===== src/rtl/timer_dev_if.sv =====
// rtl/timer_dev_if.sv - CPU register bus bundle for timer_dev
interface timer_dev_if;
  logic [1:0]  addr;
  logic        we;
  logic [31:0] wdata;
  logic [31:0] rdata;
  logic        irq;

  modport master (output addr, we, wdata, input rdata, irq);
  modport slave  (input addr, we, wdata, output rdata, irq);
endinterface


===== src/rtl/timer_dev.sv =====
// rtl/timer_dev.sv - down-counting timer with irq; auto-reload mode under `TIMER_RELOAD_EN
module timer_dev (
  input  logic        clk,
  input  logic        reset,
  timer_dev_if.slave  bus
);

  localparam logic [1:0] S_IDLE = 2'd0;
  localparam logic [1:0] S_LOAD = 2'd1;
  localparam logic [1:0] S_CNT  = 2'd2;
  localparam logic [1:0] S_INT  = 2'd3;

  logic [1:0]  state;
  logic        en;
  logic [1:0]  mode;
  logic        im;
  logic [31:0] preset;
  logic [31:0] count;
  logic        irq_flag;
  logic        ctrl_wr;
  logic        preset_wr;
  logic        auto_reload;
  logic        cnt_done;

  assign ctrl_wr     = bus.we && (bus.addr == 2'd0);
  assign preset_wr   = bus.we && (bus.addr == 2'd1);
  // MODE encodings 2 and 3 fall back to one-shot
  assign auto_reload = (mode == 2'd1);
  assign cnt_done    = (state == S_CNT) && en && (count == 32'd0);

  // CTRL register; a CPU write beats the one-shot EN clear on the same edge
  always_ff @(posedge clk or posedge reset) begin
    if (reset) begin
      en   <= 1'b0;
      mode <= 2'd0;
      im   <= 1'b0;
    end else if (ctrl_wr) begin
      en   <= bus.wdata[0];
`ifdef TIMER_RELOAD_EN
      mode <= bus.wdata[2:1];
`else
      mode <= 2'd0;
`endif
      im   <= bus.wdata[3];
    end else if ((state == S_INT) && !auto_reload) begin
      en <= 1'b0;
    end
  end

  // PRESET register; only sampled by the FSM in LOAD
  always_ff @(posedge clk or posedge reset) begin
    if (reset) begin
      preset <= 32'd0;
    end else if (preset_wr) begin
      preset <= bus.wdata;
    end
  end

  // Counter FSM: IDLE -> LOAD -> CNT (down to zero) -> INT -> IDLE
  always_ff @(posedge clk or posedge reset) begin
    if (reset) begin
      state <= S_IDLE;
      count <= 32'd0;
    end else begin
      case (state)
        S_IDLE: if (en) state <= S_LOAD;
        S_LOAD: begin
          count <= preset;
          state <= S_CNT;
        end
        S_CNT: begin
          if (!en)
            state <= S_IDLE;
          else if (count == 32'd0)
            state <= S_INT;
          else
            count <= count - 32'd1;
        end
        default: state <= S_IDLE;
      endcase
    end
  end

  // Interrupt flag: set on terminal count, cleared by register writes or on auto-reload exit
  always_ff @(posedge clk or posedge reset) begin
    if (reset) begin
      irq_flag <= 1'b0;
    end else if (ctrl_wr || preset_wr) begin
      irq_flag <= 1'b0;
    end else if (cnt_done) begin
      irq_flag <= 1'b1;
    end else if ((state == S_INT) && auto_reload) begin
      irq_flag <= 1'b0;
    end
  end

  // Register read mux
  always_comb begin
    bus.rdata = 32'd0;
    case (bus.addr)
      2'd0:    bus.rdata = {28'd0, im, mode, en};
      2'd1:    bus.rdata = preset;
      2'd2:    bus.rdata = count;
      default: bus.rdata = 32'd0;
    endcase
  end

  assign bus.irq = irq_flag & im;

endmodule


===== src/flat_wrapper.sv =====
// flat-port wrapper written by rule: the top's interface ports become plain ports
module timer_dev_flat 
  (clk, reset, bus_addr, bus_we, bus_wdata, bus_rdata, bus_irq);
  timer_dev_if bus_i ();
  input  logic clk;
  input  logic reset;
  input wire logic [$bits(bus_i.addr)-1:0] bus_addr;
  input wire logic [$bits(bus_i.we)-1:0] bus_we;
  input wire logic [$bits(bus_i.wdata)-1:0] bus_wdata;
  output wire logic [$bits(bus_i.rdata)-1:0] bus_rdata;
  output wire logic [$bits(bus_i.irq)-1:0] bus_irq;
  assign bus_i.addr = bus_addr;
  assign bus_i.we = bus_we;
  assign bus_i.wdata = bus_wdata;
  assign bus_rdata = bus_i.rdata;
  assign bus_irq = bus_i.irq;
  timer_dev u_core (.clk(clk), .reset(reset), .bus(bus_i));
endmodule

===== config.mk =====
export PLATFORM = sky130hd
export DESIGN_NAME = timer_dev_flat
export DESIGN_NICKNAME = d
export VERILOG_FILES = /design/src/rtl/timer_dev_if.sv /design/src/rtl/timer_dev.sv /design/src/flat_wrapper.sv
export SDC_FILE = /design/constraint.sdc
export NUM_CORES = 1
export LEC_CHECK = 0
export ABC_AREA = 0
export CORE_MARGIN = 2
export CORE_UTILIZATION = 54
export DETAILED_ROUTE_END_ITERATION = 8
export GPL_TIMING_DRIVEN = 0
export PLACE_DENSITY_LB_ADDON = 0.08
export RECOVER_POWER = 25
export SYNTH_ARGS = -nofsm -noshare
export SYNTH_HDL_FRONTEND = slang
export SYNTH_SLANG_ARGS = --single-unit
export TNS_END_PERCENT = 20

===== constraint.sdc =====
create_clock -name clk -period 2.8 [get_ports clk]
set_input_delay 0.56 -clock clk [delete_from_list [all_inputs] [get_ports clk]]
set_output_delay 0.56 -clock clk [all_outputs]
set_load 0.005 [all_outputs]

* Word-level counts from Yosys, hierarchy flattened
Cells that the tools add are included.
** Word-level totals
- Register bits :: 69
- Input bits :: 37
- Output and inout port bits :: 33
- Logic and storage cells :: 42
** Cells by class
- $add $sub $neg :: 1
- Equal/unequal tests :: 9
- Muxes and demuxes :: 12
- Bitwise gates (word level) :: 1
- Reductions and logical operators :: 13
** Operator list (number)
- $pmux W32 S3 :: 1
- $mux W32 :: 2
- $pmux W32 S2 :: 1
- $logic_not A32 Y1 :: 1
- $sub A32 B1 Y32 const B :: 1
- $eq A2 B2 Y1 const B :: 3
- $mux W2 :: 3
- $pmux W2 S3 :: 1
- $eq A2 B1 Y1 const B :: 2
- $logic_and A1 B1 Y1 :: 4
- $logic_not A2 Y1 :: 2
- $mux W1 :: 4
- $ne A2 B1 Y1 const B :: 2
- $reduce_bool A2 Y1 :: 2
- $ne A3 B3 Y1 const B :: 1
- $reduce_and A3 Y1 :: 1
- $reduce_bool A3 Y1 :: 1
- $ne A2 B2 Y1 const B :: 1
- $reduce_and A2 Y1 :: 1
- $and A1 B1 Y1 :: 1
- $logic_or A1 B1 Y1 :: 1

* Depth between registers and ports, before layout
- Word-level depth :: 5
- Mapped depth :: 9
- Depth with buffers taken out :: 7

* Worst setup path before layout
Ideal clock, no wire load.
- Path kind :: reg-to-reg
- Start :: register u_core.state[0]
- End :: register u_core.count[31]
- Library setup time :: 0.121 ns
- Arrival :: 2.026 ns
- Required time :: 2.679 ns
- Slack :: 0.653 ns
- Cell stages (with the launch flop) :: 10
- Buffers on the path :: 2
- Period minus slack after synthesis :: 2.147 ns
- Cells stage by stage :: dfrtp_1 > inv_1 > ha_1 > clkbuf_1 > inv_1 > or3_4 > o31ai_4 > buf_6 > a21oi_2 > o22a_1
** Between the ends
- Word-level cells in the longest chain between the ends :: 3
- Elaborated cells between the ends (all ways) :: 7
** RTL lines
- start, declared :: line timer_dev.sv:13 : logic [1:0] state;
- start signal, assigned :: line timer_dev.sv:62 : state <= S_IDLE;
- start signal, assigned :: line timer_dev.sv:66 : S_IDLE: if (en) state <= S_LOAD;
- start signal, assigned :: line timer_dev.sv:69 : state <= S_CNT;
- $eq A2 B2 Y1 / $eq A2 B1 Y1 (equally long branches) :: line timer_dev.sv:65 : case (state)
- $ne A2 B1 Y1 (no line) (tied with other cells)
- $reduce_and A3 Y1 (no line)
- end signal, assigned :: line timer_dev.sv:68 : count <= preset;
- end signal, assigned :: line timer_dev.sv:77 : count <= count - 32'd1;
- end, declared :: line timer_dev.sv:18 : logic [31:0] count;
Several ways; a longest one is shown, not always the timed one.
A chain may end at the register's enable or synchronous reset.

* Worst setup path in the final report
- Start :: input bus_addr[0]
- End :: output bus_rdata[0]
** Between the ends
- Word-level cells in the longest chain between the ends :: 2
- Elaborated cells between the ends (all ways) :: 4
** RTL lines
- start, declared :: line flat_wrapper.sv:7 : input wire logic [$bits(bus_i.addr)-1:0] bus_addr;
- $eq A2 B2 Y1 (tied with other cells) :: line timer_dev.sv:100 : case (bus.addr)
- $pmux W32 S3 (*) :: line timer_dev.sv:100
- end, declared :: line flat_wrapper.sv:10 : output wire logic [$bits(bus_i.rdata)-1:0] bus_rdata;
Mark *: on every way between the ends. The rest lies on a longest branch, timed or not.

==> metrics.md <==
| Metric | Value |
|---|---|
| Power Dens Cells | 1020 nW/um^2 |
| DIE AREA | roughly 8300 um^2 |
| WL final | ~13000 um |
| Violated checks | capacitance limit, slew limit |
| Die height | ~90 um |
| # setup viols final | 0 |
| Worst Path Required | roughly 2.2 ns |
| CP Capture Type | output pin |
| Flops & latches, synth | 69 |
| Met1 Use GR | between 40% and 50% |
| Vias per std cell | 6.63 |
| Initial antenna violation count | 0 |
| Post CTS Setup Buffer Count | 0 |
| WL per Instance | 21.9 um |
| R2R Path End | u_core.count[30] |
| Max-slew violations | 8 |
| Drt drc | 0 |
| Starting Density | a little under three fifths |
| Rows | 31 |
| GRT Util Overall | between 30 and 40% |
| PortBufs | roughly 70 |
| HP Class | register to register |
| DR vias | 3990 |
| First-pass GRT wire length | around 21000 um |
| Fin crit share | a little over nine tenths |
| Ys flop type | dfrtp_1 |
| Cells after Synth | 419 |
| Diodes inserted | 0 |
| Vias in the first global route | 3955 |
| Synth area leaders | dfrtp_1 42%, mux2_2 9.0%, a22o_1 6.4% |
| Max Cap Violations | 1 |
| Worst Tran Pin Value | between 1.5 and 2 ns |
| Met3 usage in global routing | between 5 and 6% |
| Worst r2r src | u_core.count[0] |
| # nets final | 539 |
| Status | complete, but fails checks |
| Clk pin slew, worst setup/hold paths | about 0.070 ns |
| Mapped Area | slightly above 4000 um^2 |
| Asr flop ratio synth | between 90% and 100% |
| Number of CTS-inserted buffers | 9 |
| Kind of critical path | input pin to output pin |
| WHS Path Cells | 1 |
| Max VDD drop | approximately 610 uV |
| RSZ-0062 raised after global routing | false |
| Number of H-tree levels | 3 |
| Gr ovfl total | 0 |
| Crit path from | bus_addr[0] |
| CTS Buffer Depth | 2 |
| CTS tree | built |
| Hold Buf Count CTS | 0 |
| Static Leak | 2.04 nW |
| Die X | between 90 and 100 um |
| Core Region | between 7000 and 8000 um^2 |
| Reg2Reg Depth | 7 |
| Clock Tree Root | clkbuf_8 |
| Pin count of the biggest net entering global routing | 70 |
| Fin Setup TNS | 0 ns |
| FF-to-FF setup slack | 0.19 ns |
| Final HPWL DP | a little under 9000 um |
| Clock Latency Late Sink | between 0.3 and 0.4 ns |
| Met2 usage | a little over half |
| Worst-case clock skew | 0.00865 ns |
| Synth warn | 0 |
| Final hold vios | 0 |
| Fmax | between 300 and 400 MHz |
| Post-synthesis sequential area ratio | 42.0% |
| Post-synth EDFFs | 0 |
| Worst setup path endpoint | bus_rdata[0] |
| Crit path time final | 2.70 ns |
| Post-synth top area share | 42.0% |
| GPL Wtd Cong | 0.936 |
| Area leader, netlist | dfrtp_1 |
| IO Pins | 70 |
| Largest fanout on the critical path | 10 |
| Slew HR | -0.0143% |
| CP Launch Type | input pin |
| GR peak layer | met2 |
| Pre-antenna DRT Iters | 5 |
| Synthesized Nets | 460 |
| Crit path DAT | approximately 2.1 ns |
| Antenna Violating Nets Remaining | 0 |
| Synth unique cells | 55 |
| Sink Count | between 60 and 70 |
| Syn-to-layout area delta | 26.8% |
| Worst Hold Slack | 0.493 ns |
| Syn Area/Cell | approximately 9.8 um^2 |
| Initial DRC count | between 400 and 500 |
| Proportion of layout cells with a drive suffix above 1 | ~16% |
worst max-delay path: stages:
cell	delay (ns)
dlygate4sd2_1	0.31
nor2b_1	0.17
clkbuf_4	0.21
clkbuf_8	0.20
nand2_1	0.07
o21ai_0	0.10
clkdlybuf4s50_1	0.54
sequential cells by signal, indices dropped and copies added (netlist names):
name and cells:
u_core.en 1, u_core.im 1, u_core.state 2, u_core.irq_flag 1
u_core.preset 32, u_core.count 32
synth_stat cells (3+ instances only):
library cell  count
dfrtp_1          69
a21oi_1          38
mux2_2           33
a22o_1           30
o21ai_0          24
nor2_1           22
clkbuf_1         20
nand2_1          20
nor3_1           16
nand3_1          14
inv_1             9
o22a_1            9
a2bb2oi_1         6
and3_1            6
o21a_1            6
o21ai_1           6
or3_1             6
buf_6             5
nand4_1           5
nor4_1            5
o22ai_1           5
a31oi_1           4
buf_1             4
buf_2             4
ha_1              4
nand2b_1          3
o2bb2ai_1         3
o41ai_1           3
layer usage:
layer / up-vias / share of wire [%]
met5: - / 0
met3: 35 / 8.0
met1: 1962 / 41
li1: 1751 / -
met2: 242 / 48
met4: 0 / 2.7
logic make-up (layout without fill, tap and decap cells):
kind of cell / Yosys count / in the layout / share of synthesized area (%)
buf+inv: 43 / 127 / 5.06
fa+ha+maj: 4 / 4 / 1.22
simple gates: 119 / 119 / 17.1
flops: 69 / 69 / 42.0
compound gates: 149 / 149 / 25.1
mux: 35 / 35 / 9.53
placed cells by master, fill, tap and decap left out, types with 6 or more instances in the layout:
cell,netlist,layout
nand3_1,14,14
mux2_2,33,33
nand2_1,20,20
or3_1,6,6
o22a_1,9,9
a21oi_1,38,38
a2bb2oi_1,6,6
a22o_1,30,30
nor2_1,22,22
o21ai_0,24,24
and3_1,6,6
o21ai_1,6,6
dfrtp_1,69,69
clkdlybuf4s50_1,0,65
clkbuf_1,20,12
o21a_1,6,6
clkbuf_8,0,17
inv_1,9,8
nor3_1,16,16
stage by stage:
step / cells / util, % / power, W / area (um^2) / setup WS [ns]
finish: 602 / 71.4 / 0.00532 / 5210 / 0.0967
global route: 602 / 71.4 / 0.00559 / 5210 / 0.0534
CTS: 603 / 71.5 / 0.00524 / 5210 / 0.146
detailed placement: 587 / 67.5 / 0.00427 / 4920 / -0.608
global placement: 587 / 67.5 / 0.00420 / 4920 / -0.748
floorplan: 419 / - / 0.00338 / 4110 / 0.500
power by group:
group          internal [W]  leakage (nW)  switching [W]
logic               0.00111          1.12        0.00145
registers           0.00135         0.811       0.000468
clock network      0.000548         0.116       0.000396
timing repair:
action,CTS,global route
gates resized for setup,23,2
endpoints found under the hold margin,0,0
setup endpoints to repair,32,16
worst min path at each step:
| stage | startpoint | to | slack [ns] |
|---|---|---|---|
| after floorplan | u_core.irq_flag | u_core.irq_flag | 0.46 |
| after global placement | u_core.irq_flag | u_core.irq_flag | 0.47 |
| after detailed placement | u_core.irq_flag | u_core.irq_flag | 0.48 |
| after CTS | u_core.irq_flag | u_core.irq_flag | 0.49 |
| after global routing | u_core.irq_flag | u_core.irq_flag | 0.51 |
| final | u_core.irq_flag | u_core.irq_flag | 0.49 |
final cells by class:
cell class	instances	area, um^2
Tap cell	99	124
Clock inverter	4	70.1
Clock buffer	12	155
Timing Repair Buffer	69	688
Sequential cell	69	1730
Inverter	9	33.8
Buffer	33	235
Fill cell	603	2080
Multi-Input combinational cell	307	2180
(Power assumes the default switching activity.)
==> RTL edit: new RTL, same flow settings <==
Build with the macro `TIMER_RELOAD_EN` defined.
--- a/src/rtl/timer_dev.sv
+++ b/src/rtl/timer_dev.sv
@@ -1,2 +1,4 @@
 // rtl/timer_dev.sv - down-counting timer with irq; auto-reload mode under `TIMER_RELOAD_EN
+`define TIMER_RELOAD_EN
+
 module timer_dev (
Function: changed (a bounded check fails within 4 cycles, from zero or initial values and one cycle with reset high).
==> RTL edit against the original RTL <==
Power down 6.7%. Register-to-register slack worse by 0.09 ns. Via count down 2.1%. Setup slack worse by 0.025 ns. Sequential cell count up 2. Cell area down 0.96%. Sequential power up 2%. Area after synthesis down 1.9%. Wire length down 7.8%. Critical path type unchanged.
==> RTL edit: results <==
outcome:
  outcome: "finished, final reports clean"
route:
  route.met2.wl_um: 5860
  vias_per_cell: 6.63
  wl_met1_um: 4960
  firstDrtPassIters: 6
  drtIter0Drc: 376
  wl_per_cell_um: 20.6
synthesis:
  synth_commonest_cells: "dfrtp_1, mux2_2, nor2_1"
  synth.area.mux_share: 0.118
  synth_fa_ha_area_frac: 0.0124
  yosysSeqAreaShare: 0.441
  synth_compound_area_frac: 0.220
  synth_nets: 445
  synth_top_flop_cell: "dfrtp_1"
placement:
  hpwl_um: 8300
  placed_area_sq_mm: 0.00484
  place_ws_ns: -0.973
  port_buffers: 68
  place_congestion: 0.980
grt:
  grt_usage: 0.301
  grt_max_degree: 72
  grt_pass1_wl_um: 19600
  grt_pass1_vias: 3704
finish:
  largestRegisters: "u_core.count (32), u_core.preset (32)"
  fin_area_sq_mm: 0.00516
  nets: 526
  layout-drive-gt1-share: 0.176
sta:
  slew_headroom: 0.0236
  clock_skew_ns: 0.00560
clocking:
  cts_buffers: 9
  clockBufferDepth: 2
power_and_ir_drop:
  p_int_mw: 2.85
  p_leak_nw: 2.03
[RTL edit: changes by cell type in the layout (fill, tap and decap cells not counted), sizes merged, moves of 6 or more]
cell    before  now
a21oi       39    7
o22a         9    0
nand2       20   30
a211oi       1   10
mux2i        2    8
a311oi       0   12
nand3       14    4
nor2        22   31
o21ai       30   15
nor3        19   13
[RTL edit: cell families (layout without fill, tap and decap cells)]
kind of cell / count (synthesis) / in the layout
buffers and inverters: 39 / 125
DFF: 71 / 71
and+or+nand+nor: 130 / 130
adders and majority gates: 4 / 4
AOI/OAI and AO/OA: 117 / 117
muxes: 43 / 43
[RTL edit: worst max-delay path, stage by stage]
cell	delay, ns
clkbuf_1	0.32
inv_1	0.15
nor2_4	0.18
clkbuf_4	0.27
a22o_1	0.18
clkdlybuf4s50_1	0.51
[RTL edit: metal layers]
metal,vias to the layer above,global-route usage
met4,0,0.0872
met2,224,0.484
met5,-,0
met1,1931,0.407
met3,29,0.0743
li1,1722,-
[RTL edit: timing repair]
action / 4_1_cts / 5_1_grt
endpoints found under the setup margin: 47 / 54
pin swaps: 1 / 0
gates resized for setup: 21 / 7
buffers inserted: 2 / 0
[RTL edit: power by group through the flow]
stage | Combinational, mW | Clock [mW] | Sequential, mW
4_1_cts | 2.16 | 0.902 | 1.83
6_report | 2.21 | 0.892 | 1.86
3_3_place_gp | 2.06 | 0 | 1.82
3_5_place_dp | 2.13 | 0 | 1.84
2_1_floorplan | 1.47 | 0 | 1.70
5_1_grt | 2.40 | 0.954 | 1.91
[RTL edit: worst paths after layout]
path | cells after the start | slack, ns | to | start
setup / recovery | 6 | 0.07 | bus_rdata[15] | bus_addr[1]
hold / removal | 2 | 0.53 | u_core.count[12] | u_core.preset[12]
setup reg to reg | 7 | 0.10 | u_core.count[15] | u_core.count[13]
hold reg to reg | 2 | 0.53 | u_core.count[12] | u_core.preset[12]
max in group asynchronous | 2 | 0.84 | u_core.preset[28] | reset
min in group asynchronous | 2 | 1.09 | u_core.preset[6] | reset
[RTL edit: layout make-up]
type	instances	area, sq um
Timing Repair Buffer	70	691
Buffer	28	150
Sequential cell	71	1780
Multi-Input combinational cell	294	2160
Tap cell	99	124
Inverter	11	41.3
Clock inverter	4	52.6
Fill cell	591	2090
Clock buffer	12	165
[RTL edit: through the flow]
stage	instances	hold slack (ns)	power, mW	TNS, ns
2_1_floorplan	404	0.466	3.16	0
3_3_place_gp	571	0.496	3.88	-83.09
3_5_place_dp	571	0.510	3.96	-27.30
4_1_cts	589	0.530	4.88	0
5_1_grt	589	0.560	5.26	-0.0215
6_report	589	0.535	4.96	0
